$ cat src/rtl/frame_strobe_sequencer.sv
// frame_strobe_sequencer
// Loads one fabric column's configuration latches from a stream of header/data
// word pairs. It sequences data setup, a one-hot strobe window of STROBE_CYCLES
// and a data hold cycle for every frame write. Every output is a flop.
module frame_strobe_sequencer #(
   parameter int unsigned FRAME_BITS    = 32,
   parameter int unsigned MAX_FRAMES    = 20,
   parameter int unsigned STROBE_CYCLES = 2,       // legal range 1..15
   parameter logic [15:0] SYNC          = 16'hFAB0
) (
   input  logic                  CLK,
   input  logic                  RST,
   input  logic [31:0]           s_data,
   input  logic                  s_valid,
   output logic                  s_ready,
   output logic [FRAME_BITS-1:0] FrameData,
   output logic [MAX_FRAMES-1:0] FrameStrobe,
   output logic                  busy,
   output logic                  frame_done,
   output logic                  err,
   output logic [15:0]           frames_written
);

   // The strobe counter is loaded with N-1 so STROBE lasts exactly N cycles.
   localparam logic [3:0] STROBE_LOAD = 4'(STROBE_CYCLES - 1);

   typedef enum logic [2:0] {
      ST_IDLE,
      ST_DATA,
      ST_SETUP,
      ST_STROBE,
      ST_HOLD
   } state_t;

   state_t                state_q, state_d;
   logic [7:0]            idx_q, idx_d;
   logic [3:0]            cnt_q, cnt_d;
   logic [FRAME_BITS-1:0] data_q, data_d;
   logic [MAX_FRAMES-1:0] strobe_q, strobe_d;
   logic                  ready_q, ready_d;
   logic                  busy_q, busy_d;
   logic                  done_q, done_d;
   logic                  err_q, err_d;
   logic [15:0]           count_q, count_d;

   logic                  accept;
   logic                  hdr_ok;

   // A word moves only on a handshake. ready_q is a flop, so it is low during
   // the reset cycle and no word can be taken while RST is held.
   assign accept = s_valid & ready_q;
   assign hdr_ok = (s_data[31:16] == SYNC) && (32'(s_data[7:0]) < MAX_FRAMES);

   // State register: all sequencer state and registered outputs
   always_ff @(posedge CLK) begin
      if (RST) begin
         state_q  <= ST_IDLE;
         idx_q    <= '0;
         cnt_q    <= '0;
         data_q   <= '0;
         strobe_q <= '0;
         ready_q  <= 1'b0;
         busy_q   <= 1'b0;
         done_q   <= 1'b0;
         err_q    <= 1'b0;
         count_q  <= '0;
      end else begin
         state_q  <= state_d;
         idx_q    <= idx_d;
         cnt_q    <= cnt_d;
         data_q   <= data_d;
         strobe_q <= strobe_d;
         ready_q  <= ready_d;
         busy_q   <= busy_d;
         done_q   <= done_d;
         err_q    <= err_d;
         count_q  <= count_d;
      end
   end

   // Next-state logic: header decode, data wait and the strobe window countdown
   always_comb begin
      state_d = state_q;
      idx_d   = idx_q;
      cnt_d   = cnt_q;
      case (state_q)
         ST_IDLE: begin
            if (accept && hdr_ok) begin
               idx_d   = s_data[7:0];
               state_d = ST_DATA;
            end
         end
         ST_DATA: begin
            if (accept) begin
               state_d = ST_SETUP;
            end
         end
         ST_SETUP: begin
            cnt_d   = STROBE_LOAD;
            state_d = ST_STROBE;
         end
         ST_STROBE: begin
            if (cnt_q == 4'd0) begin
               state_d = ST_HOLD;
            end else begin
               cnt_d = cnt_q - 4'd1;
            end
         end
         ST_HOLD: begin
            state_d = ST_IDLE;
         end
         default: begin
            state_d = ST_IDLE;
         end
      endcase
   end

   // Output logic: outputs are decoded from the next state, so the registered
   // values line up with the state the FSM occupies in the same cycle.
   always_comb begin
      ready_d = (state_d == ST_IDLE) || (state_d == ST_DATA);
      busy_d  = (state_d != ST_IDLE);
      done_d  = (state_d == ST_HOLD);
      err_d   = (state_q == ST_IDLE) && accept && !hdr_ok;
      // FrameData changes only on a data word, never while a strobe bit is set.
      data_d  = data_q;
      if ((state_q == ST_DATA) && accept) begin
         data_d = s_data[FRAME_BITS-1:0];
      end
      count_d = count_q;
      if ((state_d == ST_HOLD) && (count_q != 16'hFFFF)) begin
         count_d = count_q + 16'd1;
      end
   end

   // One strobe bit per frame. The bit is set only in STROBE and only at the
   // latched index, so the bus is at most one-hot.
   for (genvar gi = 0; gi < MAX_FRAMES; gi++) begin : g_strobe
      assign strobe_d[gi] = (state_d == ST_STROBE) && (idx_q == 8'(gi));
   end

   assign s_ready        = ready_q;
   assign FrameData      = data_q;
   assign FrameStrobe    = strobe_q;
   assign busy           = busy_q;
   assign frame_done     = done_q;
   assign err            = err_q;
   assign frames_written = count_q;

endmodule

$ cat config.mk
export PLATFORM = sky130hd
export DESIGN_NAME = frame_strobe_sequencer
export DESIGN_NICKNAME = d
export VERILOG_FILES = /design/src/rtl/frame_strobe_sequencer.sv
export SDC_FILE = /design/constraint.sdc
export NUM_CORES = 1
export LEC_CHECK = 0
export ABC_AREA = 1
export CAP_MARGIN = 0
export CELL_PAD_IN_SITES_DETAIL_PLACEMENT = 1
export CELL_PAD_IN_SITES_GLOBAL_PLACEMENT = 2
export CORE_ASPECT_RATIO = 1.2
export CORE_MARGIN = 2
export CORE_UTILIZATION = 25
export DETAILED_ROUTE_END_ITERATION = 16
export GPL_TIMING_DRIVEN = 1
export PLACE_DENSITY = 0.75
export REMOVE_ABC_BUFFERS = 1
export SLEW_MARGIN = 10
export SYNTH_ARGS = -nofsm -noshare
export SYNTH_HDL_FRONTEND = slang
export SYNTH_SLANG_ARGS = --single-unit
$ cat constraint.sdc
create_clock -name CLK -period 1.75 [get_ports CLK]
set_clock_uncertainty 0.1 [all_clocks]
set_input_delay 0.175 -clock CLK [delete_from_list [all_inputs] [get_ports CLK]]
set_output_delay 0.175 -clock CLK [all_outputs]
set_load 0.02 [all_outputs]
**After elaboration in Yosys (flattened, before gate mapping)**

Cells that the tools add are included.

- Register bits: 87
- Input bits: 35
- Output and inout bits: 72
- Word-level logic and storage cells: 84

- Add/sub/neg operators: 2
- $lt $le $gt $ge: 1
- Equality and inequality tests: 28
- Muxes and demuxes: 6
- Bitwise operators: 1
- Reduce and logical (&&, ||, !) cells: 36

Operators with widths:

| kind | count |
|---|---|
| equality test 8 x 4 -> 1 bit (second input constant) | 8 |
| equality test 8 x 3 -> 1 bit (second input constant) | 4 |
| equality test 8 x 5 -> 1 bit (second input constant) | 4 |
| logical AND 1 bit | 26 |
| adder 16 x 1 -> 16 bit (second input constant) | 1 |
| equality test 16 bit (second input constant) | 1 |
| equality test 8 x 2 -> 1 bit (second input constant) | 2 |
| inequality test 16 bit (second input constant) | 1 |
| case mux 3 bit (4 select lines) | 1 |
| equality test 3 x 2 -> 1 bit (second input constant) | 3 |
| two-way mux 3 bit | 3 |
| equality test 8 x 1 -> 1 bit (second input constant) | 1 |
| logical NOT 8 bit | 1 |
| less-than comparator 8 x 5 -> 1 bit (second input constant) | 1 |
| case mux 4 bit (2 select lines) | 1 |
| equality test 3 x 1 -> 1 bit (second input constant) | 2 |
| logical NOT 3 bit | 2 |
| logical NOT 4 bit | 1 |
| two-way mux 4 bit | 1 |
| AND reduction 2 bit | 2 |
| subtractor 4 x 1 -> 4 bit (second input constant) | 1 |
| equality test 3 bit (second input constant) | 1 |
| nonzero test 3 bit | 1 |
| inequality test 2 bit (second input constant) | 1 |
| 4 further kinds | 4 |

**Longest topological paths before layout**

- Word-level depth: 7
- Gate-level depth with buffers: 10
- Gate-level depth less buffers: 10

**Least setup slack after synthesis**

Ideal clock, no wire load.

- Path type: register -> register
- Start point: reg count_q[1], in the netlist frames_written[1]
- End point: reg count_q[11], in the netlist frames_written[11]
- Setup time: 136 ps
- Arrival time: 1512 ps
- Data required time: 1514 ps
- Setup slack: 2 ps
- Stages on the path, launching flop included: 10
- Path buffers: 1
- Clock period less this slack: 1748 ps
- Cells stage by stage: dfxtp_1 > ha_1 > nand2_1 > nor2_4 > nand2_4 > nor2_1 > nor2_4 > buf_6 > nand2_1 > a21oi_2

- Longest elaborated chain between the ends: 2
- Elaborated cells between the ends (all ways): 3
- Those cells by class: 1 x add/sub; 1 x eq/ne; 1 x reduce/logical

Ends and longest elaborated chain:

| element | RTL line | text |
|---|---|---|
| from (decl) | 44 | `logic [15:0] count_q, count_d;` |
| from (signal assigned) | 77 | `count_q <= count_d;` |
| branches (longest 2 deep; another with adder 16 x 1 -> 16 bit) | -- |  |

Parallel ways; which one is timed is not known.
A chain may end at the register's enable or synchronous reset.

**Worst setup path after layout**

- Start point: reg count_q[13], in the netlist frames_written[13]
- End point: out frames_written[13]

RTL lines:

| element | RTL line | text |
|---|---|---|
| to (decl) | 21 | `output logic [15:0] frames_written` |

No word-level cell between the ends.

==> impl_metrics.ini <==
[route]
drt_iter0_drc = 74
drc = 0
num_vias = 3449
drtPass1Iterations = 4
ant_nets = 0
viasPerCell = 4.42
drt_wl_total_mm = 10.8
avgRoutedWirePerCell_um = 13.8

[clocking]
h-tree-depth = 3
cts_tree = done
cts.sinks = 87
clk_pin_slew_ns = 0.06
clock_latency_ns = 0.34
clock_path_buffers = 2
clk_root_buffer_cell = clkbuf_16
cts_buffers = 9

[sta]
slew_violations = 0
hold_viol_final = 0
tightest_slew_ns = 0.533
fin_crit_sh_pct = 97.2
grt_setup_unrepaired = yes
max_freq_mhz = 588
final.min_clock_period_ns = 1.70
setup_viol = 0
setup_slack_ns = 0.0487
slew_headroom_pct = 64.5

[worst_setup_path]
reg2reg_slack_ns = 0.13
path_class = reg -> out
cp-start-kind = flop
timing.rr.end = frames_written[5]$_SDFFE_PP0P_
required_ns = 1.47
reg2reg_depth = 8
crit_path_end_kind = output port
path_max_fanout = 4
arrival_ns = 1.43
timing.rr.start = state_q[1]$_SDFF_PP0_

[synth]
ys.warnings.count = 0
synth_sequential_area_ratio_pct = 49.7
synth_common_cells = nand2_1 (130), dfxtp_1 (87), nor2_1 (64), inv_1 (45), a21oi_1 (38)
yosys.cell_count.top_type = nand2_1
synth_top_area_share_pct = 49.7
syn-cell-area_um2 = 3510
syn_inst = 471
synth_top_area_cell = dfxtp_1
synth_area_per_cell_um2 = 7.44
synth_edf_count = 0
ys_types = 29
ys_ff_latch = 87
synthTopCellsByArea = dfxtp_1 (50%), nand2_1 (14%), nor2_1 (6.9%)
async_reset_ff_share_pct = 0
synth_flop_cell = dfxtp_1

[die]
die_w_um = 112
start_util_pct = 25.5
dieArea_um2 = 15000
ios = 107
rows = 47
fp.coreArea_um2 = 13800
die_y_um = 134

[placement]
dp_slack_ns = -0.0836
placed_cell_area_um2 = 4980
hpwl_mm = 7.97
gp_congestion = 0.712
port_buffers = 106

[layout]
seq_area_um2 = 1740
area_delta_synth_final_pct = 51.6
design_area_um2 = 5320
nFillCells = 1696
num-nets-final = 643
antenna_cells = 0
drive_above_1_share_pct = 12.0
multiInputGateArea_um2 = 1530

[grt]
antenna_found_initial = 0
grt_start_max_net_pins = 40
grt-ovfl-total = 0
grt_pass1_vias = 3544
track_usage_pct = 14.5
grt_pass1_wl_mm = 17.4

[worst_hold_path]
hp-class = in -> reg
hold-path-endpoint = busy$_SDFF_PP0_
min_path_cells = 4
min-delay-start = RST

[power_and_ir_drop]
power.leakage_uw = 0.00212
p_per_area_nw_per_um2 = 781
power.total_uw = 4150
ir_drop_uv = 437

[flow_run]
max_cap_viol_count = 0

[run_status]
status = completed
## power breakdown
| group | internal [uW] | leakage, uW | switching (uW) |
|---|---|---|---|
| Clock | 1180 | 0.000148 | 831 |
| Sequential | 1980 | 0.000701 | 1.07 |
| Combinational | 85.4 | 0.00127 | 70.9 |
| Total | 3250 | 0.00212 | 903 |
## worst max path at each step
stage	startpoint	end	slack, ns	cells after the start
floorplan	s_ready$_SDFF_PP0_	FrameData[17]$_SDFFE_PP0P_	-0.27	6
global placement	s_data[2]	FrameStrobe[10]$_SDFF_PP0_	0.02	8
detailed placement	s_data[2]	FrameStrobe[9]$_SDFF_PP0_	-0.08	8
CTS	frames_written[2]$_SDFFE_PP0P_	frames_written[2]	0.02	2
global route	cnt_q[1]$_SDFFE_PP0P_	FrameStrobe[13]$_SDFF_PP0_	-0.009	7
finish	frames_written[13]$_SDFFE_PP0P_	frames_written[13]	0.05	2
## metrics by stage
stage,setup TNS [ns],util (%),instances,hold slack (ns)
floorplan,-7.88,-,454,0.137
global placement,0,36.2,765,0.343
detailed placement,-0.344,36.2,765,0.354
CTS,0,38.4,780,0.0851
global route,-0.0211,38.6,780,0.104
finish,0,38.6,780,0.0830
## what timing repair did
item,CTS,global route
setup buffers,0,0
gates resized for setup,0,8
hold buffers,0,0
endpoints found under the setup margin,0,12
## routing by layer
layer | GRT usage (%) | vias to the layer above | routed length, um
li1 | - | 1758 | -
met1 | 16.0 | 1615 | 4430
met2 | 26.6 | 63 | 5650
met3 | 3.18 | 13 | 442
met4 | 6.17 | 0 | 228
met5 | 0 | - | 0
## cell families after synthesis
| family | share of synthesized area (%) |
|---|---|
| fa+ha+maj | 1.07 |
| xor+xnor | 1.50 |
| buf+inv | 7.28 |
| simple gates | 29.8 |
| flops | 49.7 |
| compound gates | 10.7 |
## layout make-up
class | instances | share of cell area [%]
sequential | 87 | 32.8
clock buffer | 11 | 4.76
inverter | 45 | 3.18
timing repair buffer | 140 | 25.5
multi-input combinational | 322 | 28.7
tap | 171 | 4.03
clock inverter | 4 | 1.04
## critical path, cell delays in order, from the launching register on
cell and delay, ns:
dfxtp_1 0.35, buf_4 0.14, clkdlybuf4s50_1 0.59
## cell usage in the layout, fill, tap and decap left out, drive strengths merged
cell,n
nand3b,2
xor2,3
dfxtp,87
nand2,133
nand4,6
nor3,12
xnor2,3
o21ai,16
clkinv,2
clkbuf,11
a211oi,1
nand3,24
buf,35
o31ai,1
dlymetal6s2s,3
clkdlybuf4s50,102
ha,3
nor3b,1
a21oi,46
o21bai,1
nor2,69
inv,45
a2bb2oi,1
clkinvlp,1
bufinv,1
## sequential cells by signal, indices dropped and copies added, names as in the netlist
signal          count
busy                1
FrameStrobe        20
s_ready             1
FrameData          32
frame_done          1
state_q             3
frames_written     16
cnt_q               4
err                 1
idx_q               8
No activity file was read; power rests on OpenSTA's default activity.
